**src/rtl/prefetch_queue.sv**
```systemverilog
// Instruction prefetch queue: issues sequential memory reads ahead of the consumer
// and buffers returned words with their addresses in a small in-order queue.
`timescale 1ns/1ps
module prefetch_queue #(
    parameter int DEPTH        = 4,
    parameter int ADDR_W       = 32,
    parameter int DATA_W       = 32,
    parameter int MAX_INFLIGHT = 2
) (
    input  logic                       clk,
    input  logic                       reset,
    input  logic                       enable,
    input  logic                       flush,
    input  logic [ADDR_W-1:0]          flush_pc,
    output logic                       mem_rd_en,
    output logic [ADDR_W-1:0]          mem_rd_addr,
    input  logic                       mem_rd_valid,
    input  logic [DATA_W-1:0]          mem_rd_data,
    output logic                       instr_valid,
    output logic [DATA_W-1:0]          instr_word,
    output logic [ADDR_W-1:0]          instr_pc,
    input  logic                       instr_ready,
    output logic [$clog2(DEPTH+1)-1:0] count,
    output logic [ADDR_W-1:0]          fetch_pc
);

    localparam int PW = $clog2(DEPTH);
    localparam int CW = $clog2(DEPTH + 1);
    localparam int IW = $clog2(MAX_INFLIGHT + 1);
    localparam int SW = CW + 1;

    typedef enum logic [1:0] {IDLE, FETCH, DRAIN} state_t;

    state_t state_reg, state_next;

    logic [DATA_W-1:0] data_mem [DEPTH];
    logic [ADDR_W-1:0] pc_mem   [DEPTH];

    logic [PW-1:0]     head_reg, tail_reg;
    logic [CW-1:0]     count_reg;
    logic [IW-1:0]     inflight_reg;
    logic [IW-1:0]     inflight_ret;
    logic [ADDR_W-1:0] fetch_pc_reg;
    logic [ADDR_W-1:0] ret_addr;
    logic [SW-1:0]     occupancy;
    logic              ret, issue, push, pop;

    always_comb begin
        ret          = mem_rd_valid && (inflight_reg != '0);
        inflight_ret = inflight_reg - IW'(ret);
        occupancy    = SW'(count_reg) + SW'(inflight_reg);
        // Reads return in order and addresses are sequential, so the oldest
        // outstanding read is always fetch_pc minus the number still in flight.
        ret_addr     = fetch_pc_reg - ADDR_W'(inflight_reg);
        // The returning read frees its slot this cycle, which keeps a
        // two-cycle memory streaming at full rate.
        issue        = (state_reg == FETCH) && enable && !flush &&
                       (occupancy < SW'(DEPTH)) &&
                       (inflight_ret < IW'(MAX_INFLIGHT));
        push         = ret && (state_reg != DRAIN) && !flush;
        pop          = (count_reg != '0) && instr_ready && !flush;
    end

    always_comb begin
        state_next = state_reg;
        if (flush) begin
            if (inflight_ret != '0)
                state_next = DRAIN;
            else
                state_next = enable ? FETCH : IDLE;
        end else begin
            unique case (state_reg)
                IDLE:    if (enable) state_next = FETCH;
                FETCH:   if (!enable && inflight_reg == '0) state_next = IDLE;
                DRAIN:   if (inflight_reg == '0) state_next = enable ? FETCH : IDLE;
                default: state_next = IDLE;
            endcase
        end
    end

    always_ff @(posedge clk or posedge reset) begin
        if (reset) begin
            state_reg    <= IDLE;
            head_reg     <= '0;
            tail_reg     <= '0;
            count_reg    <= '0;
            inflight_reg <= '0;
            fetch_pc_reg <= '0;
        end else begin
            state_reg    <= state_next;
            inflight_reg <= inflight_ret + IW'(issue);
            if (flush) begin
                head_reg     <= '0;
                tail_reg     <= '0;
                count_reg    <= '0;
                fetch_pc_reg <= flush_pc;
            end else begin
                if (push)  tail_reg     <= tail_reg + PW'(1);
                if (pop)   head_reg     <= head_reg + PW'(1);
                if (issue) fetch_pc_reg <= fetch_pc_reg + ADDR_W'(1);
                count_reg <= count_reg + CW'(push) - CW'(pop);
            end
        end
    end

    // Entry storage carries no reset; only the pointers and count define validity.
    always_ff @(posedge clk) begin
        if (push) begin
            data_mem[tail_reg] <= mem_rd_data;
            pc_mem[tail_reg]   <= ret_addr;
        end
    end

    assign mem_rd_en   = issue;
    assign mem_rd_addr = fetch_pc_reg;
    assign instr_valid = (count_reg != '0);
    assign instr_word  = data_mem[head_reg];
    assign instr_pc    = pc_mem[head_reg];
    assign count       = count_reg;
    assign fetch_pc    = fetch_pc_reg;

endmodule

```
**config.mk**
```make
export PLATFORM = sky130hd
export DESIGN_NAME = prefetch_queue
export DESIGN_NICKNAME = d
export VERILOG_FILES = /design/src/rtl/prefetch_queue.sv
export SDC_FILE = /design/constraint.sdc
export NUM_CORES = 1
export LEC_CHECK = 0
export CAP_MARGIN = 10
export CORE_UTILIZATION = 55
export CTS_CLUSTER_SIZE = 8
export DETAILED_ROUTE_END_ITERATION = 10
export DONT_BUFFER_PORTS = 1
export PLACE_DENSITY = 0.7
export SYNTH_ARGS = -nofsm -noshare
export SYNTH_HDL_FRONTEND = slang
export SYNTH_SLANG_ARGS = --single-unit
```
**constraint.sdc**
```tcl
create_clock -name clk -period 6.95 [get_ports clk]
set_input_delay 1.39 -clock clk [delete_from_list [all_inputs] [get_ports clk]]
set_output_delay 1.39 -clock clk [all_outputs]
set_load 0.005 [all_outputs]
```
### Word level (Yosys, flattened, before mapping)

Memory sizes are Yosys's and may differ from the RTL's.
Index checks and enable logic that the tools add are counted.

* input bits: 70
* memories kept: 2
* output and inout bits: 133
* memory bits (writable): 256
* bits in registers: 43

Memory list
* data_mem: depth 4, width 32, rd ports 1, clocked after Yosys merged registers in 0, write ports 1, line 36 `logic [DATA_W-1:0] data_mem [DEPTH];`
* pc_mem: depth 4, width 32, rd ports 1, clocked after Yosys merged registers in 0, write ports 1, line 37 `logic [ADDR_W-1:0] pc_mem [DEPTH];`

* reductions and logical operators: 21
* magnitude comparators: 2
* muxes and demuxes: 16
* $add $sub $neg: 9
* equal/unequal tests: 6

Operator list (number)
* 32-bit two-way mux: 2
* 32-bit by 1-bit adder with 32-bit output (second input constant): 1
* 32-bit by 2-bit subtractor with 32-bit output: 1
* 2-bit two-way mux: 9
* 1-bit logical AND: 10
* 2-bit nonzero test: 5
* 3-bit inequality test (second input constant): 2
* 2-bit case mux with 3 select lines: 1
* 2-bit by 1-bit adder with 2-bit output (second input constant): 2
* 3-bit by 2-bit adder with 4-bit output: 1
* 2-bit logical NOT: 2
* 4-bit by 3-bit < comparator with 1-bit output (second input constant): 1
* 3-bit by 1-bit adder with 3-bit output: 1
* 1-bit two-way mux: 3
* 3-bit two-way mux: 1
* 3-bit by 2-bit inequality test with 1-bit output (second input constant): 1
* 3-bit AND reduction: 1
* 3-bit nonzero test: 1
* 3-bit by 1-bit subtractor with 3-bit output: 1
* 2-bit by 1-bit adder with 2-bit output: 1
* 2-bit by 1-bit == test with 1-bit output (second input constant): 1
* 2-bit == test (second input constant): 1
* 1-bit logical NOT: 2
* 2-bit < comparator (second input constant): 1
* other kinds (2): 2

### Logic depth before layout (Yosys ltp)

Gate-level depths: netlist of the first run.

* depth after elaboration: 7
* mapped depth: 11

### Least setup slack after synthesis of the first run

OpenSTA, ideal clock, no wires.

* path type: input port to output port
* start point: input port mem_rd_valid
* end point: output port mem_rd_en
* cell stages on the path: 9
* arrival: 2.972 ns
* buffers on the path: 2
* setup slack: 2.588 ns
* path through: o21ai_0 -> inv_1 -> ha_1 -> xnor2_1 -> and3_1 -> clkbuf_1 -> nand2_1 -> inv_1 -> buf_1

* longest elaborated chain between the ends: 4

Ends and longest elaborated chain
* from (decl): line 17 `input logic mem_rd_valid,`
* 1-bit logical AND: line 49 `ret = mem_rd_valid && (inflight_reg != '0);`
* 2-bit by 1-bit subtractor with 2-bit output: line 50 `inflight_ret = inflight_reg - IW'(ret);`
* 2-bit < comparator: line 59 `(inflight_ret < IW'(MAX_INFLIGHT));`
* 1-bit logical AND: line 58 `(occupancy < SW'(DEPTH)) &&`
* to (decl): line 15 `output logic mem_rd_en,`

No other way between the ends.

### Worst setup path after layout of the first run

Ends and elaborated chain as after synthesis.

==> flow_summary.yaml, run 1 <==
drt:
  drc: 0
  viasPerCell: 6.40
  drt-total-wl_um: 26100
  post_drt_wl_per_cell_um: 25.0
  detail-route-antenna-nets: 0
  dr.first_iter.drc_count: 493
  num_vias: 6666
  drt-pass1-iter-count: 5
global_routing:
  track_usage_pct: 22.8
  grt_pass1_vias: 7133
  grt_max_degree: 66
  antenna_found_initial: 0
  grt_remaining_overflow: 0
  grt_pass1_wl_um: 40900
clock_tree:
  cts.repair.resized: 0
  path_clk_slew_ns: 0.05
  clk_latency_ns: 0.51
  cts_tree: "done"
  cts_setup_buffers: 0
  cts_hold_buffers: 0
  cts_sinks: 299
  cts.path.max_buffers: 3
  numCtsBuffers: 43
  cts_htree_levels: 2
  cts_root_buffer: "clkbuf_16"
die:
  ios: 203
  die_w_um: 154
  core-area_um2: 22600
  rows: 55
  dieArea_um2: 23700
  die_h_um: 154
  start_util_pct: 56.1
pwr:
  p_per_area_nw_per_um2: 360
  seq_power_share_pct: 47.3
  power_frac_comb_pct: 15.5
  switching_share_pct: 25.9
  power.net_switching_w: 0.00130
  clockPowerShare_pct: 37.1
  p_leak_nw: 4.56
  ir_drop_mv: 0.278
  p_int_w: 0.00371
critical_path:
  crit_required_ns: 5.56
  r2r_cells: 9
  cp.arrival_ns: 3.62
  crit_path_end_kind: "primary output"
  worst_setup_path_start_kind: "primary input"
  r2r-end: "fetch_pc[21]"
  critPathKind: "in -> out"
  critPathMaxFanout: 23
  r2r_start: "inflight_reg[1]"
  ff2ff_setup_slack_ns: 3.35
synth:
  synth_top_area_cell: "edfxtp_1"
  synth_top_area_share_pct: 60.5
  seq_area_frac_synth_pct: 69.0
  yosysWarningCount: 0
  synth_edf_count: 256
  yosys-top-cells-count: "edfxtp_1 (256), mux4_2 (64), nand2_1 (49)"
  ys_ff_latch: 299
  synth_area_per_cell_um2: 16.6
  syn_area_um2: 12700
  syn_inst: 763
  post_synth_num_cell_types: 46
  synthArstFlopShare_pct: 14.4
  synth.area.top_cells: "edfxtp_1 (61%), mux4_2 (11%), dfrtp_1 (8.5%)"
  synth.most_common_cell: "edfxtp_1"
  synthFlopType: "edfxtp_1"
  syn_nets: 847
timing:
  rsz0062_at_grt: "false"
  holdWs_ns: 0.593
  tightest_slew_ns: 1.04
  hold_viol_final: 0
  finalCritPeriodShare_pct: 72.1
  final.setup.tns_ns: 0
  min_period_ns: 5.01
  skew_ns: 0.0137
  maxSlewHeadroom_pct: 30.6
  setup_viol: 0
  timing.final.max_slew_violations: 0
  fmaxAchievable_mhz: 199
flow_run:
  max_cap_viol_count: 0
placement:
  place_hpwl_um: 15900
  dp_cells: 973
  numPortBuffers: 0
  place.gp.congestion: 0.872
cells_and_area:
  fin_cells: 1042
  fin_util_pct: 61.4
  syn2layout_area_growth_pct: 9.37
  drive_above_1_share_pct: 16.5
  diodes: 0
  finalNetCount: 817
outcome:
  outcome: "finished clean"
hold_path:
  hold_end: "tail_reg[1]"
  hold_start: "tail_reg[1]"
  min_path_cells: 2
  min-delay-path-class: "reg -> reg"
layout by cell type, fill, tap and decap left out, types with 5 or more instances in the layout:
cell type and n:
edfxtp_1 256, mux4_2 64, nand2_1 49, clkbuf_16 45, dfrtp_1 41, nand3_1 25
clkbuf_1 23, nor2_1 22, xor2_1 21, inv_1 21, xnor2_1 20, nor3_1 18
o21ai_0 14, nor4_1 13, o311ai_0 12, ha_1 12, or4_1 10, o211ai_1 10
and3_1 8, a21oi_1 8, a221o_1 8, nand4_1 5
layout make-up:
class | instances | area, um^2
fillers | 1662 | 8750
multi-input cells | 365 | 3450
clock inverters | 1 | 7.51
inverters | 22 | 82.6
well taps | 285 | 357
repair buffers | 2 | 15.0
flip-flops and latches | 299 | 8770
clock buffers | 68 | 1210
worst max-delay path: stages:
cell     delay (ns)
o21ai_0        0.12
inv_1          0.08
ha_1           0.23
xnor2_1        0.32
and3_1         0.36
nand2_1        0.48
inv_1          0.63
per-stage QoR:
stage | cell area [um^2] | total power [W] | setup WS [ns]
global placement | 12700 | 0.00316 | 2.17
finish | 13900 | 0.00500 | 1.94
floorplan | 12700 | 0.00300 | 2.59
global route | 13900 | 0.00523 | 1.74
CTS | 13900 | 0.00507 | 1.99
detailed placement | 12700 | 0.00320 | 1.99
metal layers:
metal	track usage [%]	vias up	part of all wire (%)
met5	0	-	0
met4	9.33	0	3.2
met3	7.16	57	9.4
met2	37.6	331	50
met1	28.0	3380	37
li1	-	2898	-
power by group through the flow:
stage | Combinational [W] | Sequential, W | Clock (W)
floorplan | 0.000749 | 0.00225 | 0
global placement | 0.000765 | 0.00240 | 0
detailed placement | 0.000791 | 0.00241 | 0
CTS | 0.000794 | 0.00238 | 0.00190
global route | 0.000854 | 0.00240 | 0.00198
finish | 0.000777 | 0.00237 | 0.00186
worst max path at each step:
stage                             from         to  slack (ns)  depth (start not counted)
after floorplan           mem_rd_valid  mem_rd_en        2.59                          9
after global placement    mem_rd_valid  mem_rd_en        2.17                          7
after detailed placement  mem_rd_valid  mem_rd_en        1.99                          7
after CTS                 mem_rd_valid  mem_rd_en        1.99                          7
after global routing      mem_rd_valid  mem_rd_en        1.74                          7
final                     mem_rd_valid  mem_rd_en        1.94                          7
logic make-up (layout without fill, tap and decap cells):
logic type               Yosys count  in the layout  share of synthesized area (%)
XOR/XNOR                          41             41                           2.83
adder cells (fa/ha/maj)           14             14                           1.50
multiplexers                      66             66                           11.5
AO/OA/AOI/OAI                     65             65                           3.69
buffers and inverters             99             93                           3.95
AND/OR/NAND/NOR                  179            179                           7.53
flip-flops                       299            299                           69.0
Note: power is estimated with default switching activity, not from simulation.
==> run 2: changes to the inputs <==
- PLACE_DENSITY: 0.7 -> 0.73
- clock period: 6.95 -> 4.2 ns (I/O delays scaled with it)
==> run 2 against run 1 <==
  * Critical path depth unchanged
  * Clock skew grew 0.0049 ns
  * Core utilization is 0.094 points higher
  * Highest routed layer unchanged
==> flow_summary.yaml, run 2 (same netlist as run 1, synthesis figures left out) <==
global_routing:
  grt_pass1_wl_um: 41100
  grt_util_met3_pct: 8.65
  antenna_found_initial: 1
  grt_most_used_layer: "met2"
  grt_remaining_overflow: 0
  track_usage_pct: 23.1
  met1_usage_pct: 27.8
  grt_max_degree: 65
  met2_usage_pct: 38.3
  grt_pass1_vias: 6949
timing:
  skew_ns: 0.0186
  holdWs_ns: 0.370
  setup_ws_ns: 0.754
  maxSlewHeadroom_pct: 31.4
  tightest_slew_ns: 1.03
  min_period_ns: 3.45
  rsz0062_at_grt: "false"
  fmaxAchievable_mhz: 290
  finalCritPeriodShare_pct: 82.0
  setup_viol: 0
  timing.final.max_slew_violations: 0
  hold_viol_final: 0
  final.setup.tns_ns: 0
pwr:
  p_per_area_nw_per_um2: 595
  ir_drop_mv: 0.327
  p_leak_nw: 4.59
critical_path:
  r2r_cells: 5
  ff2ff_setup_slack_ns: 1.15
  critPathKind: "reg -> out"
  cp.arrival_ns: 2.61
  r2r-end: "pc_mem[1][27]"
  crit_path_end_kind: "primary output"
  worst_setup_path_start_kind: "flip-flop"
  critPathMaxFanout: 8
  crit_required_ns: 3.36
  r2r_start: "fetch_pc[13]"
placement:
  numPortBuffers: 0
  place.gp.congestion: 0.883
  place_hpwl_um: 16300
  dp_slack_ns: 1.10
drt:
  viasPerCell: 6.39
  detail-route-antenna-nets: 0
  drc: 0
  drt-pass1-iter-count: 5
  post_drt_wl_per_cell_um: 25.3
  drt-total-wl_um: 26300
  dr.first_iter.drc_count: 485
  num_vias: 6653
cells_and_area:
  syn2layout_area_growth_pct: 9.53
  layout_commonest_cell: "edfxtp_1"
  final_cell_mix: "edfxtp_1 (256), mux4_2 (64), nand2_1 (49), clkbuf_16 (45), dfrtp_1 (41)"
  ff_latch_area_um2: 8770
  multi_input_area_um2: 3450
  fin_util_pct: 61.5
  drive_above_1_share_pct: 17.2
  finalNetCount: 822
  fill_cells: 1590
clock_tree:
  cts.repair.resized: 0
  cts_root_buffer: "clkbuf_16"
  cts_setup_buffers: 0
  path_clk_slew_ns: 0.05
  cts.path.max_buffers: 3
  cts_tree: "done"
  cts_htree_levels: 2
  clk_latency_ns: 0.51
  numCtsBuffers: 43
  cts_sinks: 299
  cts_hold_buffers: 0
outcome:
  outcome: "finished clean"
flow_run:
  max_cap_viol_count: 0
die:
  die_w_um: 154
  core-area_um2: 22600
  die_h_um: 154
  rows: 55
  start_util_pct: 56.1
  ios: 203
  dieArea_um2: 23700
hold_path:
  min-delay-path-class: "in -> async"
[run 2: area by class of cell]
cell class | count | share of cell area, %
Multi-Input combinational cell | 365 | 24.8
Timing Repair Buffer | 7 | 0.468
Clock inverter | 1 | 0.0360
Antenna cell | 1 | 0.0180
Tap cell | 285 | 2.56
Clock buffer | 61 | 8.53
Sequential cell | 299 | 63.0
Inverter | 22 | 0.594
[run 2: worst max-delay path by stage]
| stage | slack, ns | to | startpoint | cells after the start |
|---|---|---|---|---|
| after floorplan | 0.87 | data_mem[1][0] | flush | 3 |
| after global placement | 1.16 | mem_rd_en | mem_rd_valid | 7 |
| final | 0.75 | mem_rd_en | inflight_reg[1] | 7 |
| after detailed placement | 1.10 | fetch_pc[19] | mem_rd_valid | 9 |
| after CTS | 0.77 | mem_rd_en | inflight_reg[1] | 7 |
| after global routing | 0.56 | mem_rd_en | inflight_reg[1] | 7 |
[run 2: per-stage QoR]
stage                     total power, W  area (um^2)  std cells
final                            0.00828        13900       1041
after global routing             0.00864        13900       1041
after CTS                        0.00837        13900       1040
after detailed placement         0.00531        12700        978
after global placement           0.00525        12700        978
after floorplan                  0.00497        12700        763
[run 2: per-layer routing]
metal	share of wire (%)	vias up	wire length [um]
li1	-	2929	-
met2	49	316	13000
met4	2.5	0	664
met5	0	-	0
met3	9.8	54	2590
met1	38	3354	10000
[run 2: worst max-delay path, stage by stage (launching register included)]
cell and delay, ns:
dfrtp_1 0.47, o21ai_0 0.30, inv_1 0.09, ha_1 0.23, xnor2_1 0.35, and3_1 0.40, nand2_1 0.12, inv_1 0.13
[run 2: where the power goes]
part / switching, W / internal (W) / total (W)
Combinational: 0.000710 / 0.000642 / 0.00135
Sequential: 0.000316 / 0.00356 / 0.00388
Clock: 0.00112 / 0.00192 / 0.00304
Total: 0.00215 / 0.00612 / 0.00828
==> run 3: changes to the inputs <==
- clock period: 4.2 -> 2.9 ns (I/O delays scaled with it)
==> run 3 against run 2 <==
  * Critical path depth stayed put
  * Global-route usage is 0.21 points higher
  * Wire length is 2.8% higher
  * Clock power is 48% higher
  * First-iteration DRC count is 22% higher
  * Clock skew is 0.0060 ns higher
  * Sequential power is 42% higher
  * Largest cell class unchanged
  * Largest power group unchanged
  * Highest routed layer is now met5
==> flow_summary.yaml, run 3 (same netlist as run 1, synthesis figures left out) <==
outcome:
  outcome: "finished clean"
drt:
  detail-route-antenna-nets: 0
  num_vias: 6886
  viasPerCell: 6.35
  dr.first_iter.drc_count: 592
  drt-pass1-iter-count: 7
  post_drt_wl_per_cell_um: 24.9
  drt-total-wl_um: 27000
  drc: 0
critical_path:
  path_delay_family: "flip-flops"
  critPathKind: "reg -> out"
  r2r_start: "fetch_pc[14]"
  critPathMaxFanout: 8
  worst_setup_path_start_kind: "flip-flop"
  max_stage_delay_ns: 0.48
  cp.arrival_ns: 2.24
  ff2ff_setup_slack_ns: 0.14
  r2r-end: "pc_mem[0][31]"
  crit_path_end_kind: "primary output"
  critPathBufInv: 2
  crit_required_ns: 2.32
  slowest_stage: "dfrtp_2"
  crit_chain: "o21ai_2 > inv_1 > ha_1 > xnor2_2 > and3_4 > nand2_2 > clkinvlp_4"
  r2r_cells: 5
die:
  die_w_um: 154
  rows: 55
  dieArea_um2: 23700
  ios: 203
  start_util_pct: 56.1
  die_h_um: 154
  core-area_um2: 22600
clock_tree:
  path_clk_slew_ns: 0.05
  clk_latency_ns: 0.53
  cts_htree_levels: 2
  cts_setup_buffers: 0
  cts_tree: "done"
  numCtsBuffers: 43
  cts_root_buffer: "clkbuf_16"
  cts_sinks: 299
  cts.path.max_buffers: 3
  cts_hold_buffers: 0
flow_run:
  max_cap_viol_count: 0
pwr:
  p_per_area_nw_per_um2: 856
  p_leak_nw: 4.78
  ir_drop_mv: 0.439
timing:
  fmaxAchievable_mhz: 354
  tightest_slew_ns: 0.957
  setup_ws_ns: 0.0775
  rsz0062_at_grt: "true"
  maxSlewHeadroom_pct: 36.1
  min_period_ns: 2.82
  hold_viol_final: 0
  timing.final.max_slew_violations: 0
  holdWs_ns: 0.156
  skew_ns: 0.0246
  setup_viol: 0
  finalCritPeriodShare_pct: 97.3
hold_path:
  min-delay-path-class: "in -> async"
cells_and_area:
  diodes: 0
  layout_commonest_cell: "edfxtp_1"
  syn2layout_area_growth_pct: 12.6
  final_cell_mix: "edfxtp_1 (256), mux4_2 (64), nand2_1 (48), clkbuf_16 (44), dfrtp_1 (39)"
  finalNetCount: 857
  drive_above_1_share_pct: 21.9
placement:
  dp_slack_ns: 0.192
  place.gp.congestion: 0.928
  numPortBuffers: 0
  place_hpwl_um: 17500
global_routing:
  grt_max_degree: 56
  grt_pass1_vias: 7235
  grt_pass1_wl_um: 41700
  track_usage_pct: 23.4
  antenna_found_initial: 1
  grt_remaining_overflow: 0
-- run 3: area by class of cell --
type	count	area (um^2)
Clock buffer	68	1190
Clock inverter	3	32.5
Fill cell	1602	8340
Inverter	22	86.3
Multi-Input combinational cell	365	3470
Sequential cell	299	8770
Tap cell	285	357
Timing Repair Buffer	41	383
Timing Repair inverter	1	5.00
-- run 3: how the worst max path moves through the flow --
stage / from / endpoint / slack, ns / depth (start not counted)
final: inflight_reg[1] / mem_rd_en / 0.08 / 7
after global routing: inflight_reg[1] / mem_rd_en / -0.02 / 7
after CTS: inflight_reg[1] / mem_rd_en / 0.03 / 7
after detailed placement: inflight_reg[1] / inflight_reg[1] / 0.19 / 10
after global placement: fetch_pc[13] / pc_mem[0][31] / 0.28 / 5
after floorplan: fetch_pc[13] / pc_mem[0][31] / 0.1 / 7
-- run 3: metal layers --
layer  vias up  wire [um]  GRT usage (%)
met5         -         12              0
met4         2        812           8.67
met3        66       2530           7.16
met2       353      13400           38.5
met1      3473      10200           29.2
li1       2992          -              -
-- run 3: metrics by stage --
step | util, % | cell area, um^2 | instances | TNS [ns] | total power, W
finish | 63.1 | 14300 | 1084 | 0 | 0.0122
floorplan | - | 12700 | 763 | 0 | 0.00719
global route | 63.1 | 14300 | 1084 | -0.0244 | 0.0127
detailed placement | 57.6 | 13000 | 1012 | 0 | 0.00784
CTS | 63.1 | 14300 | 1084 | 0 | 0.0124
global placement | 57.6 | 13000 | 1012 | 0 | 0.00774
-- run 3: where the power goes --
part / switching, W / internal [W] / total (W) / leakage, nW
clock: 0.00171 / 0.00278 / 0.00449 / 0.582
sequential: 0.000343 / 0.00516 / 0.00550 / 2.85
combinational: 0.00119 / 0.00106 / 0.00225 / 1.35
-- run 3: timing repair --
item	4_1_cts	5_1_grt
gates cloned	1	0
pin swaps	0	1
endpoints found under the setup margin	1	2
hold endpoints to repair	0	0
gates resized for setup	7	3
